<file path="config.mk">
export PLATFORM = sky130hd
export DESIGN_NAME = bsr_stream_fifo_flat
export DESIGN_NICKNAME = d
export VERILOG_FILES = /design/src/rtl/bsr_stream_fifo_if.sv /design/src/rtl/bsr_stream_fifo.sv /design/src/flat_wrapper.sv
export SDC_FILE = /design/constraint.sdc
export NUM_CORES = 1
export LEC_CHECK = 0
export BUFFER_PORTS_ARGS = -buffer_cell sky130_fd_sc_hd__buf_2
export CORE_AREA = 2 2 231 233
export CTS_BUF_LIST = sky130_fd_sc_hd__clkbuf_4 sky130_fd_sc_hd__clkbuf_8
export DETAILED_ROUTE_END_ITERATION = 8
export DIE_AREA = 0 0 233 235
export HOLD_SLACK_MARGIN = 0.15
export PLACE_DENSITY = 0.65
export SETUP_SLACK_MARGIN = 0.2
export SYNTH_ARGS = -nofsm -noshare
export SYNTH_HDL_FRONTEND = slang
export SYNTH_SLANG_ARGS = --single-unit
export TNS_END_PERCENT = 1
</file>
<file path="constraint.sdc">
create_clock -name clk -period 6 [get_ports clk]
set_input_delay 0.9 -clock clk [delete_from_list [all_inputs] [get_ports clk]]
set_output_delay 0.9 -clock clk [all_outputs]
set_load 0.05 [all_outputs]
</file>
<file path="src/rtl/bsr_stream_fifo_if.sv">
// ============================================================================
//  Module      : bsr_stream_fifo_if
//  Description : Write strobe, FWFT read stream and status bundle of the BSR FIFO.
//  Revision    : 1.0  initial release
// ============================================================================
`default_nettype none

interface bsr_stream_fifo_if #(
    parameter int DATA_WIDTH = 32,
    parameter int DEPTH      = 16
);
    localparam int LVL_W = $clog2(DEPTH) + 1;

    logic [DATA_WIDTH-1:0] wr_data;
    logic                  wr_en;
    logic                  full;
    logic                  almost_full;
    logic [DATA_WIDTH-1:0] rd_data;
    logic                  rd_valid;
    logic                  rd_ready;
    logic [LVL_W-1:0]      level;
    logic [LVL_W-1:0]      peak_level;
    logic                  overflow;
    logic                  underflow;
    logic                  clr_err;

    modport slave (
        input  wr_data, wr_en, rd_ready, clr_err,
        output full, almost_full, rd_data, rd_valid,
               level, peak_level, overflow, underflow
    );

    modport master (
        output wr_data, wr_en, rd_ready, clr_err,
        input  full, almost_full, rd_data, rd_valid,
               level, peak_level, overflow, underflow
    );
endinterface

`default_nettype wire

</file>
<file path="src/rtl/bsr_stream_fifo.sv">
// ============================================================================
//  Module      : bsr_stream_fifo
//  Description : First-word-fall-through FIFO between the AXI burst router's
//                BSR port and the BSR DMA/decoder, with occupancy and error status.
//  Revision    : 1.0  initial release
// ============================================================================
`default_nettype none

module bsr_stream_fifo #(
    parameter int DATA_WIDTH = 32,
    parameter int DEPTH      = 16,
    parameter int AF_MARGIN  = 2
) (
    input  wire logic       clk,
    input  wire logic       rst,
    bsr_stream_fifo_if.slave bus
);
    localparam int PTR_W = $clog2(DEPTH);
    localparam int LVL_W = $clog2(DEPTH) + 1;
    localparam logic [LVL_W-1:0] c_LVL_FULL = LVL_W'(DEPTH);
    localparam logic [LVL_W-1:0] c_LVL_AF   = LVL_W'(DEPTH - AF_MARGIN);

    logic [DATA_WIDTH-1:0] mem_q [DEPTH];
    logic [PTR_W-1:0]      wr_ptr_q;
    logic [PTR_W-1:0]      rd_ptr_q;
    logic [LVL_W-1:0]      level_q;
    logic [LVL_W-1:0]      level_d;
    logic [LVL_W-1:0]      peak_q;
    logic                  ovf_q;
    logic                  udf_q;

    logic w_full;
    logic w_rd_valid;
    logic w_wr_acc;
    logic w_rd_acc;

    // Status flags come only from the registered level, so neither
    // rd_ready nor wr_en reaches full/rd_valid combinationally.
    assign w_full     = (level_q == c_LVL_FULL);
    assign w_rd_valid = (level_q != '0);
    assign w_wr_acc   = bus.wr_en & ~w_full;
    assign w_rd_acc   = w_rd_valid & bus.rd_ready;
    assign level_d    = level_q + LVL_W'(w_wr_acc) - LVL_W'(w_rd_acc);

    always_ff @(posedge clk) begin
        if (w_wr_acc) begin
            mem_q[wr_ptr_q] <= bus.wr_data;
        end
    end

    always_ff @(posedge clk) begin
        if (rst) begin
            wr_ptr_q <= '0;
            rd_ptr_q <= '0;
            level_q  <= '0;
        end else begin
            if (w_wr_acc) begin
                wr_ptr_q <= wr_ptr_q + PTR_W'(1);
            end
            if (w_rd_acc) begin
                rd_ptr_q <= rd_ptr_q + PTR_W'(1);
            end
            level_q <= level_d;
        end
    end

    // A new peak or a new error event takes priority over clr_err.
    always_ff @(posedge clk) begin
        if (rst) begin
            peak_q <= '0;
            ovf_q  <= 1'b0;
            udf_q  <= 1'b0;
        end else begin
            if (level_d > peak_q) begin
                peak_q <= level_d;
            end else if (bus.clr_err) begin
                peak_q <= '0;
            end

            if (bus.wr_en & w_full) begin
                ovf_q <= 1'b1;
            end else if (bus.clr_err) begin
                ovf_q <= 1'b0;
            end

            if (bus.rd_ready & ~w_rd_valid) begin
                udf_q <= 1'b1;
            end else if (bus.clr_err) begin
                udf_q <= 1'b0;
            end
        end
    end

    assign bus.full        = w_full;
    assign bus.almost_full = (level_q >= c_LVL_AF);
    assign bus.rd_data     = mem_q[rd_ptr_q];
    assign bus.rd_valid    = w_rd_valid;
    assign bus.level       = level_q;
    assign bus.peak_level  = peak_q;
    assign bus.overflow    = ovf_q;
    assign bus.underflow   = udf_q;

endmodule

`default_nettype wire

</file>
<file path="src/flat_wrapper.sv">
// flat-port wrapper written by rule: the top's interface ports become plain ports
module bsr_stream_fifo_flat 
#(
    parameter int DATA_WIDTH = 32,
    parameter int DEPTH      = 16,
    parameter int AF_MARGIN  = 2
)
  (clk, rst, bus_wr_data, bus_wr_en, bus_rd_ready, bus_clr_err, bus_full, bus_almost_full, bus_rd_data, bus_rd_valid, bus_level, bus_peak_level, bus_overflow, bus_underflow);
  bsr_stream_fifo_if #(.DATA_WIDTH(DATA_WIDTH), .DEPTH(DEPTH)) bus_i ();
  input  wire logic clk;
  input  wire logic rst;
  input wire logic [$bits(bus_i.wr_data)-1:0] bus_wr_data;
  input wire logic [$bits(bus_i.wr_en)-1:0] bus_wr_en;
  input wire logic [$bits(bus_i.rd_ready)-1:0] bus_rd_ready;
  input wire logic [$bits(bus_i.clr_err)-1:0] bus_clr_err;
  output wire logic [$bits(bus_i.full)-1:0] bus_full;
  output wire logic [$bits(bus_i.almost_full)-1:0] bus_almost_full;
  output wire logic [$bits(bus_i.rd_data)-1:0] bus_rd_data;
  output wire logic [$bits(bus_i.rd_valid)-1:0] bus_rd_valid;
  output wire logic [$bits(bus_i.level)-1:0] bus_level;
  output wire logic [$bits(bus_i.peak_level)-1:0] bus_peak_level;
  output wire logic [$bits(bus_i.overflow)-1:0] bus_overflow;
  output wire logic [$bits(bus_i.underflow)-1:0] bus_underflow;
  assign bus_i.wr_data = bus_wr_data;
  assign bus_i.wr_en = bus_wr_en;
  assign bus_i.rd_ready = bus_rd_ready;
  assign bus_i.clr_err = bus_clr_err;
  assign bus_full = bus_i.full;
  assign bus_almost_full = bus_i.almost_full;
  assign bus_rd_data = bus_i.rd_data;
  assign bus_rd_valid = bus_i.rd_valid;
  assign bus_level = bus_i.level;
  assign bus_peak_level = bus_i.peak_level;
  assign bus_overflow = bus_i.overflow;
  assign bus_underflow = bus_i.underflow;
  bsr_stream_fifo #(.DATA_WIDTH(DATA_WIDTH), .DEPTH(DEPTH), .AF_MARGIN(AF_MARGIN)) u_core (.clk(clk), .rst(rst), .bus(bus_i));
endmodule
</file>
==> impl_metrics.ini, run 1 <==
[run_status]
status = finished, final reports clean

[detailed_routing]
drc = 0
vias = 9426
dr.pass1.iters = 5
ant_nets = 0
viasPerCell = 5.27
drt_iter0_drc = 748
routed_wl_um = 43300
routedWlPerCell_um = 24.2

[timing]
worst_hold_slack_ns = 0.499
timing.final.hold_violations = 0
period_minus_slack_ns = 4.34
rsz0062_at_grt = false
setup_viol = 0
finClkSkew_ns = 0.0219
slew_headroom = 0.438
slew_violations = 0
tightest_slew_ns = 0.843
fin_tns_setup_ns = 0
post-route-period-util = 0.724
fmax_ghz = 0.230

[clock_network]
clkSlewWorstSetupHoldPaths_ns = 0.05
postCtsHoldBufs = 0
clk_latency_ns = 0.67
root_buffer = clkbuf_8
tritoncts = yes
cts_resized = 0
cts-htree-levels = 3
cts_buffers = 89
post_cts_buffers = 0
cts_sinks = 536
clk_path_buf_depth = 3

[critical_path]
crit_arrival_ns = 3.44
crit_path_start_kind = flop
cp_max_fo = 35
cp-end-kind = output port
ff2ff_path_depth = 17
crit_required_ns = 5.10
critical_path_class = flop to output port

[layout]
drive_above_1_share = 0.369
final_nets = 1082
fillCellCount = 4364
area_delta_synth_final_pct = 14.9

[synthesis]
synth_area_um2 = 20600
syn_area_per_cell_um2 = 23.6
synth_nets = 929
ys_warn_count = 0
ys_seq_area_frac = 0.769
synth_seq_cells = 536
synth.distinct_cells = 34
synthCells = 872

[global_route]
grt_start_max_net_pins = 78
grt_pass1_wl_um = 64700
grtUsageTotal = 0.163
antenna_found_initial = 3
grt_overflow_total = 0
grt_pass1_vias = 10000

[min_path]
worstHoldPathCells = 2
worstHoldPathType = flop to flop

[die]
die_h_um = 235
initial_utilization = 0.395
die_w_um = 233
coreArea_um2 = 52200
dieArea_um2 = 54800
io_pins = 84
rows = 84

[pwr]
p_per_area_nw_per_um2 = 415
power.leakage_nw = 7.52
peakVddDrop_mv = 0.387

[placement]
place.gp.congestion = 0.740
hpwl_um = 21200
io_buffers = 83

[run]
drv_cap = 0
cell usage after synthesis:
| master | instances | share of area |
|---|---|---|
| a31o_2 | 2 | 0.00085 |
| inv_1 | 19 | 0.0035 |
| xnor2_1 | 1 | 0.00042 |
| buf_4 | 6 | 0.0022 |
| o21bai_1 | 1 | 0.00036 |
| xor2_1 | 8 | 0.0034 |
| o21ai_0 | 2 | 0.00049 |
| a21o_1 | 1 | 0.00036 |
| a21oi_1 | 11 | 0.0027 |
| buf_2 | 3 | 0.00073 |
| edfxtp_1 | 512 | 0.75 |
| or4b_2 | 1 | 0.00049 |
| mux2i_1 | 1 | 0.00049 |
| buf_6 | 8 | 0.0044 |
| buf_1 | 7 | 0.0013 |
| nand3_1 | 8 | 0.0019 |
| fa_1 | 1 | 0.00097 |
| nor2_1 | 26 | 0.0047 |
| mux4_2 | 144 | 0.16 |
| nand4bb_1 | 1 | 0.00055 |
| dfxtp_1 | 24 | 0.023 |
| clkbuf_1 | 18 | 0.0033 |
| and3_1 | 2 | 0.00061 |
| o221ai_1 | 1 | 0.00042 |
| nand2_1 | 11 | 0.0020 |
| ha_1 | 19 | 0.012 |
| nor2b_1 | 3 | 0.00091 |
| or2_2 | 1 | 0.00030 |
| nand2b_1 | 2 | 0.00061 |
| nand4_1 | 1 | 0.00030 |
| mux4_1 | 16 | 0.020 |
| o41ai_1 | 2 | 0.00085 |
| nor3_1 | 4 | 0.00097 |
| and2_1 | 5 | 0.0015 |
metal layers:
layer  share of wire  up-vias  global-route usage
met5         0.00069        -                   0
met4           0.017        4              0.0486
met3           0.059       65              0.0391
met2            0.49      273               0.260
met1            0.43     5052               0.222
li1                -     4032                   -
critical path: stages (launching register included):
cell	delay [ns]
dfxtp_4	0.69
buf_4	0.67
mux4_1	0.64
mux4_2	0.52
buf_2	0.24
cell type report:
cell class	instances	area, um^2	share of cell area
flip-flops and latches	536	15900	0.670
diodes	2	5.00	0.000211
well taps	688	861	0.0363
repair buffers	104	598	0.0253
multi-input cells	275	4550	0.192
clock buffers	119	1460	0.0615
clock inverters	44	277	0.0117
inverters	19	71.3	0.00301
logic make-up (layout without fill, tap and decap cells):
logic type,count (synthesis),count (layout),synth area share
muxes,161,161,0.178
other,0,2,0
xor gates and xnor gates,9,9,0.00382
AOI/OAI and AO/OA,20,20,0.00601
buffers and inverters,61,286,0.0153
adders and majority gates,20,20,0.0125
DFF,536,536,0.769
and+or+nand+nor,65,65,0.0149
power breakdown:
group | switching, mW | leakage [nW] | internal, mW | total (mW)
sequential | 0.134 | 4.82 | 4.25 | 4.39
clock | 1.43 | 0.906 | 1.67 | 3.10
combinational | 1.38 | 1.79 | 0.970 | 2.35
total | 2.94 | 7.52 | 6.90 | 9.84
path summary, 6_finish.rpt:
| check | startpoint | end | slack (ns) |
|---|---|---|---|
| hold reg to reg | u_core.bus.peak_level[0]$_SDFFE_PP0P_ | u_core.bus.peak_level[0]$_SDFFE_PP0P_ | 0.50 |
| setup reg to reg | u_core.bus.level[2]$_SDFF_PP0_ | u_core.bus.peak_level[3]$_SDFFE_PP0P_ | 1.67 |
| hold / removal | u_core.bus.peak_level[0]$_SDFFE_PP0P_ | u_core.bus.peak_level[0]$_SDFFE_PP0P_ | 0.50 |
| setup / recovery | flop | bus_rd_data[26] | 1.66 |
cells in the final DEF (no fill, tap or decap), types with 16 or more instances in the layout:
cell type | netlist | final
clkbuf_8 | 0 | 90
clkbuf_4 | 0 | 29
edfxtp_1 | 512 | 512
dfxtp_1 | 24 | 20
mux4_1 | 16 | 16
ha_1 | 19 | 19
mux4_2 | 144 | 144
buf_2 | 3 | 83
clkinv_1 | 0 | 30
buf_4 | 6 | 19
inv_1 | 19 | 19
through the flow:
step | cells | instance area, um^2 | total power, mW | utilization | setup slack [ns]
finish | 1787 | 23700 | 9.84 | 0.453 | 1.66
global route | 1785 | 23700 | 10.3 | 0.453 | 1.32
CTS | 1785 | 23700 | 9.99 | 0.453 | 1.46
detailed placement | 1622 | 21900 | 6.86 | 0.420 | 1.72
global placement | 1622 | 21900 | 6.83 | 0.420 | 1.89
floorplan | 872 | 20600 | 6.31 | - | 1.36
flip-flops by register name, summed over array words and instances, names as in the netlist, named ones only:
signal and flops:
u_core.bus.underflow 1, u_core.wr_ptr_q 4, u_core.bus.overflow 1, u_core.rd_ptr_q 4, u_core.bus.peak_level 5, u_core.mem_q 512, u_core.bus.level 5
No activity file was read; power rests on OpenSTA's default activity.
==> run 2, diff against run 1 <==
- PLACE_DENSITY: 0.65 -> 0.67
- clock period: 6 -> 3.6 ns (I/O delays scaled with it)
==> run 2 against run 1 <==
Against the previous run: combinational power grew 100%; final cell count rose by 0.84%; register-to-register slack worse by 1.6 ns; non-clock buffer count rose by 24; worst hold slack lost 0.25 ns; clock power up 62%; critical endpoint is now u_core.bus.peak_level[2]$_SDFFE_PP0P_; power rose by 73%; design area increased by 2.1%; largest power group unchanged; via count up 1.3%; die area is the same.
==> impl_metrics.ini, run 2 (synthesized netlist as in run 1, its figures left out) <==
[pwr]
swShare = 0.299
total_power_mw = 17.1
p_int_mw = 12.0
power.leakage_nw = 7.71
p_per_area_nw_per_um2 = 705
pwr-share-seq = 0.425
power.share.combinational = 0.280
peakVddDrop_mv = 0.899
p_sw_mw = 5.10
clockPowerShare = 0.295

[layout]
multiInputGateArea_um2 = 4610
layout_commonest_cell = edfxtp_1
largest-register = u_core.mem_q
seq_area_um2 = 15900
stdcell_count = 1802
final_nets = 1104
drive_above_1_share = 0.415
largest_register_ffs = 512
area_delta_synth_final_pct = 17.3
final_cell_mix = edfxtp_1 (512), mux4_2 (157), clkbuf_8 (87)
fillCellCount = 4260
fin_area_um2 = 24200
final_util = 0.463

[die]
initial_utilization = 0.395
rows = 84
io_pins = 84
dieArea_um2 = 54800
die_h_um = 235
coreArea_um2 = 52200
die_w_um = 233

[detailed_routing]
routedWlPerCell_um = 24.4
vias = 9546
ant_nets = 0
drt_iter0_drc = 825
viasPerCell = 5.30
dr.pass1.iters = 5
routed_wl_um = 43900
drc = 0

[critical_path]
ff2ff_path_depth = 18
rr_endpoint = u_core.bus.peak_level[2]$_SDFFE_PP0P_
crit_required_ns = 4.13
cp-startpoint = u_core.bus.level[2]$_SDFF_PP0_
critical_path_class = flop to flop
crit_arrival_ns = 4.10
cp_max_fo = 5
crit_path_start_kind = flop
r2r-start = u_core.bus.level[2]$_SDFF_PP0_
reg2reg_setup_slack_ns = 0.03
cp-end-kind = flop

[timing]
slew_violations = 0
post-route-period-util = 0.991
timing.final.hold_violations = 0
finClkSkew_ns = 0.0412
slew_headroom = 0.491
worst_hold_slack_ns = 0.252
setup_viol = 0
period_minus_slack_ns = 3.57
timing.final.ws_setup_ns = 0.0314
fin_tns_setup_ns = 0
tightest_slew_ns = 0.762
rsz0062_at_grt = true
fmax_ghz = 0.280

[min_path]
min_from = bus_wr_data[16]
worstHoldPathType = primary input to flop
worstHoldPathCells = 1
min_to = u_core.mem_q[5][16]$_DFFE_PP_

[clock_network]
cts_sinks = 536
root_buffer = clkbuf_8
tritoncts = yes
cts-htree-levels = 3
cts_buffers = 87
clk_path_buf_depth = 3
clkSlewWorstSetupHoldPaths_ns = 0.07
clk_latency_ns = 0.66

[global_route]
antenna_found_initial = 3
grt_pass1_wl_um = 65300
grtUsageTotal = 0.164
grt_overflow_total = 0
grt_start_max_net_pins = 37
grt_pass1_vias = 10300

[placement]
placed_area_um2 = 22200
place.gp.congestion = 0.742
dp_worst_setup_slack_ns = -0.0593
io_buffers = 83
hpwl_um = 22700
placed_cells = 1640

[run]
drv_cap = 0

[run_status]
status = finished, final reports clean
## run 2: cell count changes in the layout (fill, tap and decap cells not counted), sizes merged, moves of 2 or more
cell         delta
clkinvlp        -2
clkinv          -7
buf            +22
dlygate4sd3     +2
inv             +3
## run 2: layout make-up
class | count | area share
Inverter | 19 | 0.00316
Antenna cell | 1 | 0.000103
Sequential cell | 536 | 0.656
Clock inverter | 37 | 0.00957
Clock buffer | 118 | 0.0591
Tap cell | 688 | 0.0356
Timing Repair Buffer | 128 | 0.0455
Multi-Input combinational cell | 275 | 0.191
## run 2: routing by layer
metal,vias to the layer above,global-route usage,share of wire
li1,4049,-,-
met1,5131,0.235,0.44
met2,305,0.253,0.48
met3,57,0.0367,0.063
met4,4,0.0481,0.015
met5,-,0,0.00057
## run 2: power groups by stage
| stage | logic (mW) | clock network (mW) | registers, mW |
|---|---|---|---|
| floorplan | 3.22 | 0 | 7.45 |
| global placement | 4.31 | 0 | 7.36 |
| detailed placement | 4.36 | 0 | 7.38 |
| CTS | 4.49 | 5.16 | 7.25 |
| global route | 5.13 | 5.43 | 7.28 |
| finish | 4.78 | 5.02 | 7.26 |
## run 2: what timing repair did
| item | in CTS | in global routing |
|---|---|---|
| gates resized for setup | 8 | 104 |
| buffers inserted | 4 | 0 |
| endpoints found under the setup margin | 24 | 30 |
| pin swaps | 9 | 4 |
| gates cloned | 0 | 0 |
| hold endpoints to repair | 3 | 0 |
| hold buffers | 2 | 0 |
## run 2: how the worst max path moves through the flow
stage / endpoint / slack [ns] / depth (start not counted)
3_3_place_gp: u_core.bus.peak_level[3]$_SDFFE_PP0P_ / 0.007 / 17
6_report: u_core.bus.peak_level[2]$_SDFFE_PP0P_ / 0.03 / 18
3_5_place_dp: u_core.bus.peak_level[3]$_SDFFE_PP0P_ / -0.06 / 17
2_1_floorplan: u_core.mem_q[0][0]$_DFFE_PP_ / -0.38 / 7
5_1_grt: u_core.bus.peak_level[2]$_SDFFE_PP0P_ / -0.17 / 17
4_1_cts: u_core.bus.peak_level[2]$_SDFFE_PP0P_ / 0.05 / 17
## run 2: critical path, stage by stage, from the launching register on
cell      delay [ns]
dfxtp_4         0.35
inv_4           0.06
ha_4            0.12
or4b_4          0.48
nand2_4         0.09
inv_2           0.04
ha_4            0.25
inv_2           0.03
ha_4            0.15
fa_2            0.37
a21oi_2         0.12
o21bai_1        0.08
xor2_1          0.16
ha_1            0.33
nand4_1         0.16
or2_4           0.27
buf_4           0.15
nand3_1         0.12
o41ai_4         0.09
==> run 3, diff against run 2 <==
- BUFFER_PORTS_ARGS: -buffer_cell sky130_fd_sc_hd__buf_2 -> not set
- DONT_BUFFER_PORTS: not set -> 1
- PLACE_DENSITY: 0.67 -> 0.66
- TNS_END_PERCENT: 1 -> 5
==> run 3 against run 2 <==
Against the previous run: first-iteration DRC count increased by 16%; critical endpoint is now u_core.bus.peak_level[4]$_SDFFE_PP0P_; worst hold slack improved by 0.072 ns; register-to-register slack got worse by 0.03 ns; critical path type unchanged; utilization decreased by 0.091 points.
==> impl_metrics.ini, run 3 (synthesized netlist as in run 1, its figures left out) <==
[placement]
placed_cells = 1576
placed_area_um2 = 22000
hpwl_um = 24100
place.gp.congestion = 0.744
io_buffers = 0

[run]
drv_cap = 0

[global_route]
grt_start_max_net_pins = 43
grt_pass1_vias = 9958
grt_pass1_wl_um = 64300
grt_overflow_total = 0
antenna_found_initial = 2
grtUsageTotal = 0.162

[timing]
period_minus_slack_ns = 3.59
timing.final.hold_violations = 0
post-route-period-util = 0.999
setup_viol = 0
worst_hold_slack_ns = 0.324
fmax_ghz = 0.278
tightest_slew_ns = 0.952
slew_headroom = 0.361
finClkSkew_ns = 0.0229
rsz0062_at_grt = true
slew_violations = 0

[detailed_routing]
dr.pass1.iters = 7
routed_wl_um = 43100
viasPerCell = 5.28
vias = 9387
ant_nets = 0
drt_iter0_drc = 953
drc = 0
routedWlPerCell_um = 24.2

[run_status]
status = finished, final reports clean

[clock_network]
root_buffer = clkbuf_8
clk_path_buf_depth = 3
tritoncts = yes
cts_buffers = 86
clkSlewWorstSetupHoldPaths_ns = 0.07
cts_sinks = 536
clk_latency_ns = 0.64
cts-htree-levels = 3

[pwr]
peakVddDrop_mv = 0.826
p_sw_mw = 5.04
total_power_mw = 16.6
swShare = 0.303
p_per_area_nw_per_um2 = 689
pwr-share-seq = 0.438
p_int_mw = 11.6
power.share.combinational = 0.269
clockPowerShare = 0.293
power.leakage_nw = 7.57

[layout]
drive_above_1_share = 0.354
layout_commonest_cell = edfxtp_1
area_delta_synth_final_pct = 17.1
seq_area_um2 = 15900
final_util = 0.462
largest-register = u_core.mem_q
multiInputGateArea_um2 = 4670
final_nets = 1078
stdcell_count = 1778
final_cell_mix = edfxtp_1 (512), mux4_2 (144), clkbuf_8 (88)
fin_area_um2 = 24100
fillCellCount = 4240
num_antenna_cells = 0
largest_register_ffs = 512

[critical_path]
crit_path_start_kind = flop
crit_required_ns = 4.19
cp_max_fo = 5
crit_arrival_ns = 4.19
cp-end-kind = flop
ff2ff_path_depth = 18
critical_path_class = flop to flop

[die]
rows = 84
dieArea_um2 = 54800
io_pins = 84
die_w_um = 233
die_h_um = 235
coreArea_um2 = 52200
initial_utilization = 0.395

[min_path]
worstHoldPathCells = 5
worstHoldPathType = primary input to flop
[run 3: changes by cell type in the layout (fill, tap and decap cells not counted), sizes merged]
| cell | change |
|---|---|
| clkbuf | -4 |
| bufinv | -1 |
| diode | -1 |
| clkinvlp | +3 |
| buf | -61 |
| inv | -4 |
| dlygate4sd3 | +36 |
| clkinv | +8 |
[run 3: final timing paths]
| path | from | end | slack, ns |
|---|---|---|---|
| max | u_core.bus.level[3]$_SDFF_PP0_ | u_core.bus.peak_level[4]$_SDFFE_PP0P_ | 0.005 |
| max reg2reg | u_core.bus.level[3]$_SDFF_PP0_ | u_core.bus.peak_level[4]$_SDFFE_PP0P_ | 0.005 |
| min | bus_rd_ready | flop | 0.32 |
| min reg2reg | u_core.rd_ptr_q[3]$_SDFFE_PP0P_ | flop | 0.50 |
[run 3: critical path, stage by stage (launching register included)]
cell and delay (ns):
dfxtp_4 0.35, inv_4 0.06, ha_4 0.12, or4b_4 0.48
nand2_4 0.10, inv_4 0.03, ha_4 0.24, inv_2 0.04
ha_4 0.15, fa_2 0.37, a21oi_2 0.14, o21bai_1 0.09
xor2_1 0.17, ha_1 0.36, nand4_1 0.13, buf_4 0.17
o221ai_4 0.18, and2_4 0.23, a31o_2 0.15
[run 3: area by class of cell]
type | count | share of cell area
clock buffers | 114 | 0.0583
clock inverters | 43 | 0.00855
inverters | 19 | 0.00327
well taps | 688 | 0.0357
flip-flops and latches | 536 | 0.658
repair buffers | 103 | 0.0432
multi-input cells | 275 | 0.193
[run 3: power groups by stage]
stage	Combinational, mW	Sequential [mW]	Clock (mW)
finish	4.47	7.29	4.87
CTS	4.49	7.30	5.00
global placement	4.04	7.47	0
floorplan	3.25	7.44	0
global route	4.78	7.31	5.28
detailed placement	4.09	7.48	0
[run 3: per-layer routing]
layer / share of wire / track usage / vias up
met5: 0.00049 / 0 / -
met3: 0.067 / 0.0392 / 60
met4: 0.020 / 0.0564 / 4
met2: 0.49 / 0.257 / 295
met1: 0.42 / 0.219 / 5007
li1: - / - / 4021
[run 3: timing repair]
| action | in CTS | in global routing |
|---|---|---|
| buffers inserted | 7 | 0 |
| pin swaps | 10 | 3 |
| hold buffers | 38 | 0 |
| setup endpoints to repair | 28 | 5 |
| gates resized for setup | 9 | 2 |
| endpoints found under the hold margin | 535 | 0 |
[run 3: through the flow]
step | setup WS, ns | TNS, ns
after floorplan | -0.374 | -27.45
after CTS | 0.0618 | 0
after detailed placement | -0.0720 | -0.108
after global placement | 0.00871 | 0
after global routing | -0.0898 | -0.371
final | 0.00524 | 0
